<file path="src/rtl/uart_rx_fifo.sv">
// uart_rx_fifo
//   Receive-side byte buffer between the UART serial receiver and the 6809
//   data-bus read mux. Bytes strobed in by the receiver are queued and the
//   oldest one is presented as the UART data register. A completed 6809 read
//   of the data register pops it. A completed read of the status register
//   clears the sticky overrun flag. All 6809 bus inputs are asynchronous and
//   are synchronized here.
//
//   Optional feature macro: UART_RX_FIFO_THRESH_IRQ_EN
//     When it is defined, status bit3 reports count >= THRESH. The interrupt
//     is then raised on threshold, on overrun, or on an idle timeout of 4096
//     clk with data waiting.
//     When it is undefined, status bit3 reads 0 and the interrupt is raised
//     whenever the FIFO is not empty.
//
// Parameters
//   DEPTH   FIFO entries, power of two, 4..16
//   THRESH  fill level for the threshold interrupt, 1..DEPTH
// Ports
//   clk               internal oscillator clock
//   reset             synchronous active-high reset
//   i_rx_data         received byte
//   i_rx_valid        one-cycle strobe qualifying i_rx_data
//   i_uart_data_ce    data register select (async)
//   i_uart_status_ce  status register select (async)
//   i_RW              6809 read/write, 1 = read (async)
//   i_E               6809 E clock (async)
//   o_rx_byte         head-of-FIFO byte, 0x00 when empty
//   o_status          {min(count,15), threshold, full, overrun, not_empty}
//   o_irq_n           interrupt request, active low
module uart_rx_fifo #(
  parameter int DEPTH  = 16,
  parameter int THRESH = 8
) (
  input  logic       clk,
  input  logic       reset,
  input  logic [7:0] i_rx_data,
  input  logic       i_rx_valid,
  input  logic       i_uart_data_ce,
  input  logic       i_uart_status_ce,
  input  logic       i_RW,
  input  logic       i_E,
  output logic [7:0] o_rx_byte,
  output logic [7:0] o_status,
  output logic       o_irq_n
);

  localparam int PTR_W = $clog2(DEPTH);
  localparam int CNT_W = PTR_W + 1;

  // Elaboration-time parameter sanity checks.
  if (DEPTH < 4 || DEPTH > 16 || (DEPTH & (DEPTH - 1)) != 0) begin : g_bad_depth
    $error("uart_rx_fifo: DEPTH must be a power of two in 4..16");
  end
  if (THRESH < 1 || THRESH > DEPTH) begin : g_bad_thresh
    $error("uart_rx_fifo: THRESH must be in 1..DEPTH");
  end

  // ---------------------------------------------------------------------
  // Bus synchronizers
  // E gets a third flop for edge detection. The control lines also get a
  // third flop, so that the qualifiers used at the falling edge are the
  // ones sampled together with the last E-high sample. Address lines may
  // already have moved on by the time the falling edge is seen.
  // ---------------------------------------------------------------------
  logic e_meta_reg, e_sync_reg, e_dly_reg;
  logic [2:0] ctl_in;                 // [2]=RW, [1]=data_ce, [0]=status_ce
  logic [2:0] ctl_meta_reg, ctl_sync_reg, ctl_dly_reg;

  assign ctl_in = {i_RW, i_uart_data_ce, i_uart_status_ce};

  always_ff @(posedge clk) begin
    if (reset) begin
      e_meta_reg <= 1'b0;
      e_sync_reg <= 1'b0;
      e_dly_reg  <= 1'b0;
    end else begin
      e_meta_reg <= i_E;
      e_sync_reg <= e_meta_reg;
      e_dly_reg  <= e_sync_reg;
    end
  end

  for (genvar gi = 0; gi < 3; gi++) begin : g_ctl_sync
    always_ff @(posedge clk) begin
      if (reset) begin
        ctl_meta_reg[gi] <= 1'b0;
        ctl_sync_reg[gi] <= 1'b0;
        ctl_dly_reg[gi]  <= 1'b0;
      end else begin
        ctl_meta_reg[gi] <= ctl_in[gi];
        ctl_sync_reg[gi] <= ctl_meta_reg[gi];
        ctl_dly_reg[gi]  <= ctl_sync_reg[gi];
      end
    end
  end

  logic e_fall, data_rd, status_rd;
  assign e_fall    = e_dly_reg & ~e_sync_reg;
  assign data_rd   = e_fall & ctl_dly_reg[2] & ctl_dly_reg[1];
  assign status_rd = e_fall & ctl_dly_reg[2] & ctl_dly_reg[0];

  // ---------------------------------------------------------------------
  // Storage and pointers
  // ---------------------------------------------------------------------
  logic [7:0]       mem [DEPTH];
  logic [PTR_W-1:0] wr_ptr_reg, wr_ptr_next;
  logic [PTR_W-1:0] rd_ptr_reg, rd_ptr_next;
  logic [CNT_W-1:0] count_reg, count_next;
  logic             overrun_reg, overrun_next;
  logic [7:0]       rx_byte_reg, rx_byte_next;
  logic [7:0]       status_reg, status_next;
  logic             irq_n_reg, irq_n_next;

  logic       pop, push, full, overrun_set, thresh_bit;
  logic [7:0] head;
  logic [4:0] cnt_ext;
  logic [3:0] cnt_nib;

  always_ff @(posedge clk) begin
    if (push) begin
      mem[wr_ptr_reg] <= i_rx_data;
    end
  end

`ifdef UART_RX_FIFO_THRESH_IRQ_EN
  // Idle timeout: counts clocks since the last push while data is waiting
  // and saturates at its terminal value.
  logic [11:0] idle_cnt_reg;
  logic        idle_timeout;

  assign idle_timeout = (idle_cnt_reg == 12'hFFF);

  always_ff @(posedge clk) begin
    if (reset) begin
      idle_cnt_reg <= '0;
    end else if (push || count_reg == '0) begin
      idle_cnt_reg <= '0;
    end else if (!idle_timeout) begin
      idle_cnt_reg <= idle_cnt_reg + 12'd1;
    end
  end
`endif

  always_comb begin
    pop         = data_rd && (count_reg != '0);
    full        = (count_reg == CNT_W'(DEPTH));
    // A full FIFO still accepts a byte when a pop frees a slot in the same cycle.
    push        = i_rx_valid && (!full || pop);
    overrun_set = i_rx_valid && full && !pop;

    wr_ptr_next  = wr_ptr_reg + PTR_W'(push);
    rd_ptr_next  = rd_ptr_reg + PTR_W'(pop);
    count_next   = count_reg + CNT_W'(push) - CNT_W'(pop);
    // Set takes priority over a same-cycle clear.
    overrun_next = overrun_set | (overrun_reg & ~status_rd);

    // A byte written into an empty FIFO this cycle is not yet in the array,
    // so it is forwarded directly to the output register.
    if (push && (wr_ptr_reg == rd_ptr_next)) begin
      head = i_rx_data;
    end else begin
      head = mem[rd_ptr_next];
    end
    rx_byte_next = (count_next != '0) ? head : 8'h00;

    cnt_ext = 5'(count_next);
    cnt_nib = (cnt_ext > 5'd15) ? 4'hF : cnt_ext[3:0];

`ifdef UART_RX_FIFO_THRESH_IRQ_EN
    thresh_bit = (count_next >= CNT_W'(THRESH));
    irq_n_next = ~((count_reg >= CNT_W'(THRESH)) | overrun_reg | idle_timeout);
`else
    thresh_bit = 1'b0;
    irq_n_next = ~(count_reg != '0);
`endif

    status_next = {cnt_nib, thresh_bit, (count_next == CNT_W'(DEPTH)),
                   overrun_next, (count_next != '0)};
  end

  always_ff @(posedge clk) begin
    if (reset) begin
      wr_ptr_reg  <= '0;
      rd_ptr_reg  <= '0;
      count_reg   <= '0;
      overrun_reg <= 1'b0;
      rx_byte_reg <= 8'h00;
      status_reg  <= 8'h00;
      irq_n_reg   <= 1'b1;
    end else begin
      wr_ptr_reg  <= wr_ptr_next;
      rd_ptr_reg  <= rd_ptr_next;
      count_reg   <= count_next;
      overrun_reg <= overrun_next;
      rx_byte_reg <= rx_byte_next;
      status_reg  <= status_next;
      irq_n_reg   <= irq_n_next;
    end
  end

  assign o_rx_byte = rx_byte_reg;
  assign o_status  = status_reg;
  assign o_irq_n   = irq_n_reg;

endmodule
</file>
<file path="config.mk">
export PLATFORM = sky130hd
export DESIGN_NAME = uart_rx_fifo
export DESIGN_NICKNAME = d
export VERILOG_FILES = /design/src/rtl/uart_rx_fifo.sv
export SDC_FILE = /design/constraint.sdc
export NUM_CORES = 1
export LEC_CHECK = 0
export CORE_ASPECT_RATIO = 1.4
export CORE_MARGIN = 3
export CORE_UTILIZATION = 30
export DETAILED_ROUTE_END_ITERATION = 10
export PLACE_DENSITY = 0.43
export SLEW_MARGIN = 20
export SYNTH_ARGS = -nofsm -noshare
export SYNTH_HDL_FRONTEND = slang
export SYNTH_SLANG_ARGS = --single-unit
</file>
<file path="constraint.sdc">
create_clock -name clk -period 3.5 [get_ports clk]
set_input_delay 0.7 -clock clk [delete_from_list [all_inputs] [get_ports clk]]
set_output_delay 0.7 -clock clk [all_outputs]
set_load 0.05 [all_outputs]
</file>
# Yosys cells after proc, flatten, opt, wreduce, memory -nomap -nowiden
# Memory sizes are Yosys's and may differ from the RTL's. A register that Yosys moved wholly into a read port is not among the register bits.
# Cells that the tools add are included.
[totals]
wordCells = 50
output_inout_bits = 17
in_bits = 15
latch_bits = 0
mem_bits_ro = 0
reg_bits = 35
mem_bits_rw = 128
n_memories = 1
[memory_table]
columns = ["name", "words", "word_bits", "read_ports", "rd_clocked_by_memory_dff", "write_ports", "line", "text"]
rows = [
  ["mem", 16, 8, 1, 1, 1, "106", "logic [7:0] mem [DEPTH];"],
]
[classes]
order_cmp = 1
mul = 0
div_mod_pow = 0
n_mux = 3
shifts = 0
n_eq_ne = 2
n_bitwise = 10
addsub = 4
reduce_logical = 10
[op_table]
columns = ["operator", "n"]
rows = [
  ["$eq A5 B5 Y1 const B", 2],
  ["$reduce_bool A5 Y1", 2],
  ["$add A4 B1 Y4", 2],
  ["$add A5 B1 Y5", 1],
  ["$and A1 B1 Y1", 5],
  ["$gt A5 B4 Y1 const B", 1],
  ["$sub A5 B1 Y5", 1],
  ["$logic_and A1 B1 Y1", 4],
  ["$mux W4", 1],
  ["$not A1 Y1", 4],
  ["$logic_not A1 Y1", 2],
  ["$mux W1", 2],
  ["$reduce_or A2 Y1", 1],
  ["$logic_or A1 B1 Y1", 1],
  ["$or A1 B1 Y1", 1],
]

# Longest topological paths before layout
# Gate-level depths: netlist of run 1.
[depth]
depth_word = 12
depth_mapped = 15
ltp_nobuf = 14

# Worst setup path before layout of run 1
# OpenSTA, ideal clock, no wires.
[synth_path]
path_type = "flip-flop to flip-flop"
from = "register count_reg[3]"
to = "register rx_byte_reg[0] (netlist: o_rx_byte[0]) (read register of mem)"
arrival_time_ns = 2.792
t_required_ns = 3.374
setup_ns = 0.126
setup_slack_ns = 0.582
path_stages_with_launch = 16
path_cell_list = "dfxtp_1 inv_1 ha_1 nor3b_1 nor2b_1 nor2_1 ha_1 inv_1 ha_1 fa_1 a21oi_1 o21bai_1 xnor2_1 a41o_1 clkbuf_1 nor2_1"
[synth_via]
elab_chain_len = 9
[synth_lines]
columns = ["item", "line", "text"]
rows = [
  ["start: declaration", "109", "logic [CNT_W-1:0] count_reg, count_next;"],
  ["start signal: assignment", "194", "count_reg <= count_next;"],
  ["$eq A5 B5 Y1 or $reduce_bool A5 Y1 (tied branches)", "147, 146", ""],
  ["$logic_not A1 Y1 or $logic_and A1 B1 Y1 (tied branches)", "149, 146", ""],
  ["$logic_or A1 B1 Y1", "149", "push = i_rx_valid && (!full || pop);"],
  ["$logic_and A1 B1 Y1", "149", ""],
  ["$add A5 B1 Y5", "154", "count_next = count_reg + CNT_W'(push) - CNT_W'(pop);"],
  ["$sub A5 B1 Y5", "154", ""],
  ["$reduce_bool A5 Y1", "165", "rx_byte_next = (count_next != '0) ? head : 8'h00;"],
  ["$not A1 Y1 (no line)", "--", ""],
  ["$reduce_or A2 Y1 (no line)", "--", ""],
  ["end: declaration", "111", "logic [7:0] rx_byte_reg, rx_byte_next;"],
]
# Several ways; a longest one is shown, not always the timed one.
# A chain may end at the register's enable or synchronous reset.

# Worst setup path in the final report of run 1
[layout_path]
from = "register count_reg[2]"
to = "register rx_byte_reg[4] (netlist: o_rx_byte[4]) (read register of mem)"
# Same word-level chain as after synthesis.

==> flow_summary.toml, run 1 <==
[floorplan]
rows = 63
die_h_microns = 181
coreArea_sq_mm = 0.0214
dieArea_sq_mm = 0.0238
die_w_microns = 131
initial_core_util_pct = 30.9
io_pins = 32

[timing]
finClkSkew_ps = 11.6
hold-worst-slack_ps = 434
finalCritPeriodShare_pct = 90.6
fmax_ghz = 0.315
finalHoldViolations = 0
finalSetupViolCount = 0
relSlewSlack_pct = 57.2
period_minus_slack_ps = 3170
rsz0062_at_grt = "false"
slew_violations = 0
tightest_slew_ps = 640

[route]
vias_per_cell = 4.47
wl_per_cell_microns = 18.8
wl_mm = 13.8
via_count = 3282
wl_met3_microns = 476
routed.top_layer = "met4"
route.met2.wl_mm = 7.54
drtPass1Iterations = 4
drt_first_iter_violations = 200
drtAntennaViolNets = 0
m1WireLength_mm = 5.50
drc_errors = 0

[layout]
multi_input_area_sq_mm = 0.00182
largest_reg_flops = 128
drive_gt1_share_pct = 24.2
seq_area_sq_mm = 0.00466
regMostFlops = "mem"
fillCellCount = 1989
fin_cells = 734
fin_util_pct = 37.7
nNetsFinal = 455
antenna_cells = 0
area_growth_pct = 22.2

[global_route]
grt_pass1_vias = 3577
grt_use_total_pct = 12.3
grt_max_degree = 31
overflow = 0
grt_antenna_before_repair = 0
grt_pass1_wl_mm = 21.7

[setup_path]
critPathMostFrequentCell = "ha_1"
path_cells = "inv_1, ha_1, nor3b_1, nor2b_1, nor2_1, ha_1, inv_1, ha_1, fa_1, a21oi_1, o21bai_1, xnor2_1, a41o_2, nor2_1"
critPathRequiredTime_ps = 3810
reg2reg_depth = 14
crit_start = "count_reg[2]$_SDFF_PP0_"
path_max_fanout = 9
crit_cells = 14
cp-start-kind = "register"
crit_type = "reg2reg"
end_kind = "register"
critPathArrivalTime_ps = 3480
rr_startpoint = "count_reg[2]$_SDFF_PP0_"
cp_top_family = "adder cells"
worst_path_max_delay_cell = "fa_1"
worstPathBufferInverterCount = 2
max_stage_delay_ps = 410

[power]
switching_share_pct = 29.7
pwr-share-comb_pct = 18.3
static-leakage-power_nw = 2.73
power.density_mw_per_mm2 = 639
p_seq_share_pct = 46.1
p_sw_mw = 1.53
p_int_mw = 3.62
ir_worst_vdd_v = 0.000336
clock_power_share_pct = 35.6

[synthesis]
yosys.area_share.simple_pct = 6.03
syn_nets = 394
synth_top_area_share_pct = 58.3
synth_top_area_cell = "edfxtp_1"
synth_area_sq_mm = 0.00659
yosys-top-cells-area = "edfxtp_1 58%, dfxtp_1 12%, mux4_2 11%"
synth_top_flop_cell = "edfxtp_1"
synthXorXnorAreaFrac_pct = 2.22
synth_compound_area_share_pct = 0.892
yosysSeqAreaShare_pct = 70.7
synthAdderAreaFrac_pct = 2.20
syn_inst = 368
synth.mux.area_fraction_pct = 15.8
synth_edf_count = 128
ys_types = 35
synth-async-reset-ratio_pct = 0
ys.warnings.count = 0
syn_avg_cell_area_sq_um = 17.9
ys_ff_latch = 169
synth_top_family_by_area = "multiplexers"

[clock_network]
numCtsBuffers = 17
ctsHoldBuffers = 0
root_buffer = "clkbuf_16"
clk_pin_slew_ps = 70
cts.sinks = 169
htree_levels = 4
clock_tree.buffer_depth = 2
clkLatencyLatePin_ps = 430
cts_tree = "done"

[place]
dp.cells = 702
gp_congestion = 0.736
port-buffer-count = 30
dp_hpwl_mm = 9.38

[job]
cap_viol_max_count = 0

[min_path]
hold_depth = 1
hold_path.class = "reg2reg"
worstHoldStart = "ctl_meta_reg[2]$_SDFF_PP0_"

[run_status]
status = "finished, final reports clean"
[cell usage in the layout, fill, tap and decap left out, drive strengths merged, types with 3 or more instances in the layout]
master,instances
nand3,4
dfxtp,41
clkinv,7
xor2,5
inv,16
clkdlybuf4s50,30
nor2,28
xnor2,6
nor3,3
mux4,32
nor4,3
a21oi,5
ha,10
nand2,4
buf,31
nor2b,20
clkbuf,17
mux2i,32
edfxtp,128
nand2b,4
[synth_stat cells, drive strengths merged (2+ instances only)]
library cell,count
inv,9
mux2i,32
nand2,4
buf,8
edfxtp,128
dfxtp,41
nor4,3
clkbuf,11
nor2,28
mux4,32
ha,10
nor3,3
a21oi,5
or2,2
nand3,4
nor2b,20
nand4b,2
xnor2,6
nand2b,4
xor2,5
nand4,2
[final timing paths]
check	end	slack [ps]
max	o_rx_byte[4]$_SDFF_PP0_	330
min reg2reg	ctl_sync_reg[2]$_SDFF_PP0_	430
min	ctl_sync_reg[2]$_SDFF_PP0_	430
max reg2reg	o_rx_byte[4]$_SDFF_PP0_	330
[per-layer routing]
| metal | GRT usage, % | vias to the layer above |
|---|---|---|
| met1 | 14.2 | 1679 |
| met4 | 4.33 | 0 |
| met2 | 22.4 | 55 |
| met5 | 0 | - |
| met3 | 2.99 | 19 |
| li1 | - | 1529 |
[power by group through the flow]
| stage | registers [mW] | logic (mW) | clock network, mW |
|---|---|---|---|
| after floorplan | 2.64 | 0.392 | 0 |
| after global placement | 2.42 | 0.950 | 0 |
| after detailed placement | 2.43 | 0.957 | 0 |
| after CTS | 2.38 | 0.961 | 1.89 |
| after global routing | 2.39 | 1.02 | 2.00 |
| final | 2.38 | 0.944 | 1.83 |
[metrics by stage]
| stage | worst slack, ps | power, mW | TNS [ps] | area, sq um |
|---|---|---|---|---|
| final | 330 | 5.15 | 0 | 8060 |
| after global routing | 61.4 | 5.41 | 0 | 8060 |
| after floorplan | 582 | 3.03 | 0 | 6590 |
| after detailed placement | -26.0 | 3.38 | -121 | 7450 |
| after global placement | 27.2 | 3.37 | 0 | 7450 |
| after CTS | 213 | 5.23 | 0 | 8060 |
[worst register-to-register path: stages (launching register included)]
cell and delay (ps):
dfxtp_1 320, inv_1 80, ha_1 150, nor3b_1 340, nor2b_1 210, nor2_1 80
ha_1 280, inv_1 40, ha_1 200, fa_1 410, a21oi_1 140, o21bai_1 90
xnor2_1 290, a41o_2 360, nor2_1 70
[layout make-up]
type,instances,area share (%)
well taps,292,4.53
clock buffers,17,5.28
multi-input cells,171,22.6
inverters,9,0.419
repair buffers,61,7.08
clock inverters,15,2.17
flip-flops and latches,169,57.9
[what timing repair did]
item / CTS / global route
setup endpoints to repair: 0 / 8
buffers inserted: 0 / 0
gates resized for setup: 0 / 1
[kinds of logic after synthesis]
group / Yosys count
flops: 169
simple gates: 74
other cells: 1
xor+xnor: 12
buf+inv: 28
mux: 64
compound gates: 9
fa+ha+maj: 11
Power figures use the tool's default switching activity.
==> run 2: changes to the inputs <==
--- a/config.mk
+++ b/config.mk
@@ -6,7 +6,7 @@
 export NUM_CORES = 1
 export LEC_CHECK = 0
 export CORE_ASPECT_RATIO = 1.4
-export CORE_MARGIN = 3
+export CORE_MARGIN = 5
 export CORE_UTILIZATION = 30
 export DETAILED_ROUTE_END_ITERATION = 10
 export PLACE_DENSITY = 0.43
==> run 2 against run 1 <==
  * Worst hold slack got worse by 2.4 ps
  * Cell count rose by 0.68%
  * Utilization fell by 0.79 points
  * Clock power barely moved
  * Sequential power barely moved
  * Design area fell by 0.19%
  * Die area rose by 5.3%
  * Critical path depth did not move
  * Non-clock buffer count did not move
  * Worst setup slack got worse by 1.1 ps
  * Fmax barely moved
  * Sequential share of layout area rose by 0.11 points
  * Critical path type unchanged
  * Critical endpoint is now o_rx_byte[2]$_SDFF_PP0_
==> flow_summary.toml, run 2 (synthesis gave the netlist of run 1 again) <==
[timing]
finalHoldViolations = 0
fin_setup_tns_ps = 0
finClkSkew_ps = 8.93
relSlewSlack_pct = 58.3
tightest_slew_ps = 624
finalCritPeriodShare_pct = 90.6
period_minus_slack_ps = 3170
fmax_ghz = 0.315
finalSetupViolCount = 0
slew_violations = 0
rsz0062_at_grt = "false"

[setup_path]
reg2reg_depth = 14
critPathRequiredTime_ps = 3800
end_kind = "register"
critPathMostFrequentCell = "ha_1"
rr_startpoint = "count_reg[3]$_SDFF_PP0_"
cp_top_family = "adder cells"
worstPathBufferInverterCount = 2
worst_path_max_delay_cell = "fa_1"
crit_type = "reg2reg"
reg2reg_to = "o_rx_byte[2]$_SDFF_PP0_"
critPathArrivalTime_ps = 3470
r2r_setup_slack_ps = 330
max_stage_delay_ps = 410
cp-start-kind = "register"
path_max_fanout = 9
path_cells = "inv_1, ha_1, nor3b_1, nor2b_1, nor2_1, ha_1, inv_1, ha_1, fa_1, a21oi_1, o21bai_1, xnor2_1, a41o_1, nor2_1"

[place]
place_area_sq_mm = 0.00746
gp_congestion = 0.796
dp.cells = 707
port-buffer-count = 30
dp_hpwl_mm = 9.23

[layout]
largest_reg_flops = 128
area_growth_pct = 22.0
final_common_cell = "edfxtp_1"
nNetsFinal = 455
fillCellCount = 2080
multi_input_area_sq_mm = 0.00182
antenna_cells = 0
fin_util_pct = 36.9
drive_gt1_share_pct = 23.1
fin_cells = 739
mostFrequentLayoutCells = "128 x edfxtp_1, 41 x dfxtp_1, 32 x mux4_2, 32 x mux2i_1, 30 x clkdlybuf4s50_1"
regMostFlops = "mem"
finalInstanceArea_sq_mm = 0.00804
seq_area_sq_mm = 0.00466

[route]
via_count = 3317
drt_first_iter_violations = 173
drc_errors = 0
drtAntennaViolNets = 0
wl_mm = 14.1
wl_per_cell_microns = 19.0
drtPass1Iterations = 5
vias_per_cell = 4.49

[global_route]
grt_max_degree = 31
grt_antenna_before_repair = 0
overflow = 0
grt_pass1_vias = 3606
grt_use_total_pct = 12.1
grt_pass1_wl_mm = 21.7

[power]
switching_share_pct = 27.7
static-leakage-power_nw = 2.73
p_int_mw = 3.75
pwr-share-comb_pct = 19.2
p_sw_mw = 1.43
clock_power_share_pct = 35.1
power.density_mw_per_mm2 = 645
p_total_mw = 5.19
p_seq_share_pct = 45.7
ir_worst_vdd_v = 0.000344

[run_status]
status = "finished, final reports clean"

[floorplan]
rows = 64
die_w_microns = 135
initial_core_util_pct = 30.3
io_pins = 32
coreArea_sq_mm = 0.0218
die_h_microns = 185
dieArea_sq_mm = 0.0251

[min_path]
min_to = "ctl_dly_reg[1]$_SDFF_PP0_"
hold_depth = 1
worstHoldStart = "ctl_sync_reg[1]$_SDFF_PP0_"
hold_path.class = "reg2reg"

[clock_network]
htree_levels = 4
ctsHoldBuffers = 0
cts_resized = 0
clock_tree.buffer_depth = 2
cts.sinks = 169
clkLatencyLatePin_ps = 420
cts_tree = "done"
numCtsBuffers = 17
root_buffer = "clkbuf_16"
cts_setup_buffers = 0
clk_pin_slew_ps = 60

[job]
cap_viol_max_count = 0
[run 2: area by class of cell]
| class | count | area share, % |
|---|---|---|
| inverter | 9 | 0.420 |
| sequential | 169 | 58.0 |
| clock inverter | 8 | 1.09 |
| tap | 297 | 4.62 |
| timing repair buffer | 61 | 7.10 |
| multi-input combinational | 171 | 22.6 |
| clock buffer | 24 | 6.13 |
[run 2: power by group through the flow]
stage | clock network (mW) | logic, mW | registers [mW]
finish | 1.82 | 0.995 | 2.37
global route | 1.95 | 1.08 | 2.39
CTS | 1.88 | 1.01 | 2.38
detailed placement | 0 | 1.00 | 2.42
global placement | 0 | 0.997 | 2.42
floorplan | 0 | 0.392 | 2.64
[run 2: worst reg2reg max path: stages (launching register included)]
cell      delay, ps
dfxtp_1         330
inv_1            90
ha_1            140
nor3b_1         320
nor2b_1         210
nor2_1           90
ha_1            280
inv_1            40
ha_1            200
fa_1            410
a21oi_1         160
o21bai_1         90
xnor2_1         230
a41o_1          370
nor2_1           90
[run 2: per-stage QoR]
step	setup slack [ps]	hold WS (ps)
floorplan	582	414
global route	26.1	449
CTS	286	435
finish	329	432
global placement	148	427
detailed placement	87.1	420
[run 2: how the worst max path moves through the flow]
stage               cells past startpoint                      end                    start
floorplan                              15  o_rx_byte[0]$_SDFF_PP0_  count_reg[3]$_SDFF_PP0_
global placement                       12  o_rx_byte[2]$_SDFF_PP0_               i_rx_valid
detailed placement                     12  o_rx_byte[2]$_SDFF_PP0_               i_rx_valid
CTS                                    13  o_rx_byte[3]$_SDFF_PP0_  count_reg[3]$_SDFF_PP0_
global route                           13  o_rx_byte[3]$_SDFF_PP0_  count_reg[3]$_SDFF_PP0_
finish                                 14  o_rx_byte[2]$_SDFF_PP0_  count_reg[3]$_SDFF_PP0_
[run 2: metal layers]
| metal | up-vias | GRT usage, % | wire length (microns) |
|---|---|---|---|
| li1 | 1518 | - | - |
| met1 | 1711 | 14.3 | 5910 |
| met2 | 66 | 21.4 | 7420 |
| met3 | 22 | 2.74 | 434 |
| met4 | 0 | 4.76 | 287 |
| met5 | - | 0 | 0 |
==> run 3: changes to the inputs <==
--- a/config.mk
+++ b/config.mk
@@ -5,11 +5,14 @@
 export SDC_FILE = /design/constraint.sdc
 export NUM_CORES = 1
 export LEC_CHECK = 0
+export CELL_PAD_IN_SITES_DETAIL_PLACEMENT = 1
+export CELL_PAD_IN_SITES_GLOBAL_PLACEMENT = 1
 export CORE_ASPECT_RATIO = 1.4
 export CORE_MARGIN = 5
 export CORE_UTILIZATION = 30
 export DETAILED_ROUTE_END_ITERATION = 10
-export PLACE_DENSITY = 0.43
+export PLACE_DENSITY = 0.49
+export SKIP_CTS_REPAIR_TIMING = 1
 export SLEW_MARGIN = 20
 export SYNTH_ARGS = -nofsm -noshare
 export SYNTH_HDL_FRONTEND = slang
==> run 3 against run 2 <==
  * Total power up 2.1%
  * Sequential power about the same
  * Wire length up 9.4%
  * Design area about the same
  * Cell count down 0.27%
  * Fmax down 0.53%
  * Die area unchanged
  * Critical path type unchanged
  * Largest cell class unchanged
  * Highest routed layer unchanged
==> flow_summary.toml, run 3 (synthesis gave the netlist of run 1 again) <==
[run_status]
status = "finished, final reports clean"

[route]
wl_mm = 15.4
drtAntennaViolNets = 0
vias_per_cell = 4.53
via_count = 3336
wl_per_cell_microns = 20.9
drt_first_iter_violations = 186
drtPass1Iterations = 4
drc_errors = 0

[timing]
tightest_slew_ps = 694
finalCritPeriodShare_pct = 91.1
finalSetupViolCount = 0
finalHoldViolations = 0
period_minus_slack_ps = 3190
rsz0062_at_grt = "false"
fin_setup_tns_ps = 0
hold-worst-slack_ps = 436
relSlewSlack_pct = 53.6
fmax_ghz = 0.314
slew_violations = 0
finClkSkew_ps = 8.76

[place]
gp_congestion = 0.754
dp_hpwl_mm = 9.98
dp.cells = 705
port-buffer-count = 30

[min_path]
worstHoldStart = "ctl_sync_reg[0]$_SDFF_PP0_"
min_to = "ctl_dly_reg[0]$_SDFF_PP0_"
hold_depth = 1
hold_path.class = "reg2reg"

[power]
ir_worst_vdd_v = 0.000347
p_seq_share_pct = 44.7
power.density_mw_per_mm2 = 659
static-leakage-power_nw = 2.73
clock_power_share_pct = 36.3
pwr-share-comb_pct = 19.0
p_int_mw = 3.82
p_sw_mw = 1.48
switching_share_pct = 27.9

[layout]
largest_reg_flops = 128
fin_cells = 737
final_common_cell = "edfxtp_1"
antenna_cells = 0
nNetsFinal = 453
mostFrequentLayoutCells = "128 x edfxtp_1, 41 x dfxtp_1, 32 x mux4_2, 32 x mux2i_1, 30 x clkdlybuf4s50_1"
fillCellCount = 2217
regMostFlops = "mem"
area_growth_pct = 21.9
drive_gt1_share_pct = 23.2

[global_route]
grt_antenna_before_repair = 0
overflow = 0
grt_pass1_wl_mm = 23.5
grt_use_total_pct = 13.0
grt_max_degree = 35
grt_pass1_vias = 3804

[clock_network]
htree_levels = 4
cts_tree = "done"
clkLatencyLatePin_ps = 430
clk_pin_slew_ps = 60
root_buffer = "clkbuf_16"
numCtsBuffers = 17
clock_tree.buffer_depth = 2
cts.sinks = 169

[job]
cap_viol_max_count = 0

[setup_path]
end_kind = "register"
r2r_setup_slack_ps = 310
critPathArrivalTime_ps = 3500
rr_startpoint = "count_reg[3]$_SDFF_PP0_"
crit_type = "reg2reg"
reg2reg_depth = 13
reg2reg_to = "o_rx_byte[0]$_SDFF_PP0_"
path_max_fanout = 29
cp-start-kind = "register"
critPathRequiredTime_ps = 3810

[floorplan]
initial_core_util_pct = 30.3
coreArea_sq_mm = 0.0218
dieArea_sq_mm = 0.0251
die_h_microns = 185
die_w_microns = 135
io_pins = 32
rows = 64
## run 3: through the flow
stage               setup slack [ps]  total power, mW  utilization (%)  cell area [sq um]
finish                           312             5.30             36.9               8040
global route                    1.90             5.53             36.9               8040
CTS                              232             5.38             36.9               8040
detailed placement              72.4             3.44             34.2               7440
global placement                 121             3.42             34.2               7440
floorplan                        582             3.03                -               6590
## run 3: power groups by stage
stage / Combinational [mW] / Clock (mW) / Sequential [mW]
3_3_place_gp: 1.01 / 0 / 2.41
2_1_floorplan: 0.392 / 0 / 2.64
4_1_cts: 1.03 / 1.98 / 2.37
3_5_place_dp: 1.02 / 0 / 2.42
5_1_grt: 1.08 / 2.07 / 2.39
6_report: 1.00 / 1.92 / 2.37
## run 3: cell type report
type	count	area, sq um	share of cell area [%]
Sequential cell	169	4660	58.0
Multi-Input combinational cell	171	1820	22.6
Inverter	9	33.8	0.420
Tap cell	297	372	4.62
Clock inverter	13	165	2.05
Timing Repair Buffer	59	556	6.91
Clock buffer	19	433	5.39
## run 3: worst max-delay path by stage
stage	from	endpoint	depth (start not counted)
detailed placement	i_rx_valid	o_rx_byte[5]$_SDFF_PP0_	12
floorplan	count_reg[3]$_SDFF_PP0_	o_rx_byte[0]$_SDFF_PP0_	15
finish	count_reg[3]$_SDFF_PP0_	o_rx_byte[0]$_SDFF_PP0_	13
global route	count_reg[3]$_SDFF_PP0_	o_rx_byte[1]$_SDFF_PP0_	13
CTS	count_reg[2]$_SDFF_PP0_	o_rx_byte[0]$_SDFF_PP0_	13
global placement	i_rx_valid	o_rx_byte[1]$_SDFF_PP0_	12
## run 3: worst max-delay path, cell delays in order, from the launching register on
cell and delay [ps]:
dfxtp_1 320, inv_1 80, ha_1 140, nor3b_1 340, nor2b_1 220, nor2_1 90
ha_2 350, buf_12 260, buf_4 240, mux4_2 520, mux2i_1 150, mux2i_1 80
mux2i_1 210, nor2_1 60
## run 3: per-layer routing
layer | vias to the layer above | global-route usage [%] | wire length (microns)
li1 | 1519 | - | -
met1 | 1742 | 15.0 | 6220
met2 | 53 | 23.4 | 8380
met3 | 22 | 2.74 | 398
met4 | 0 | 5.53 | 362
met5 | - | 0 | 0
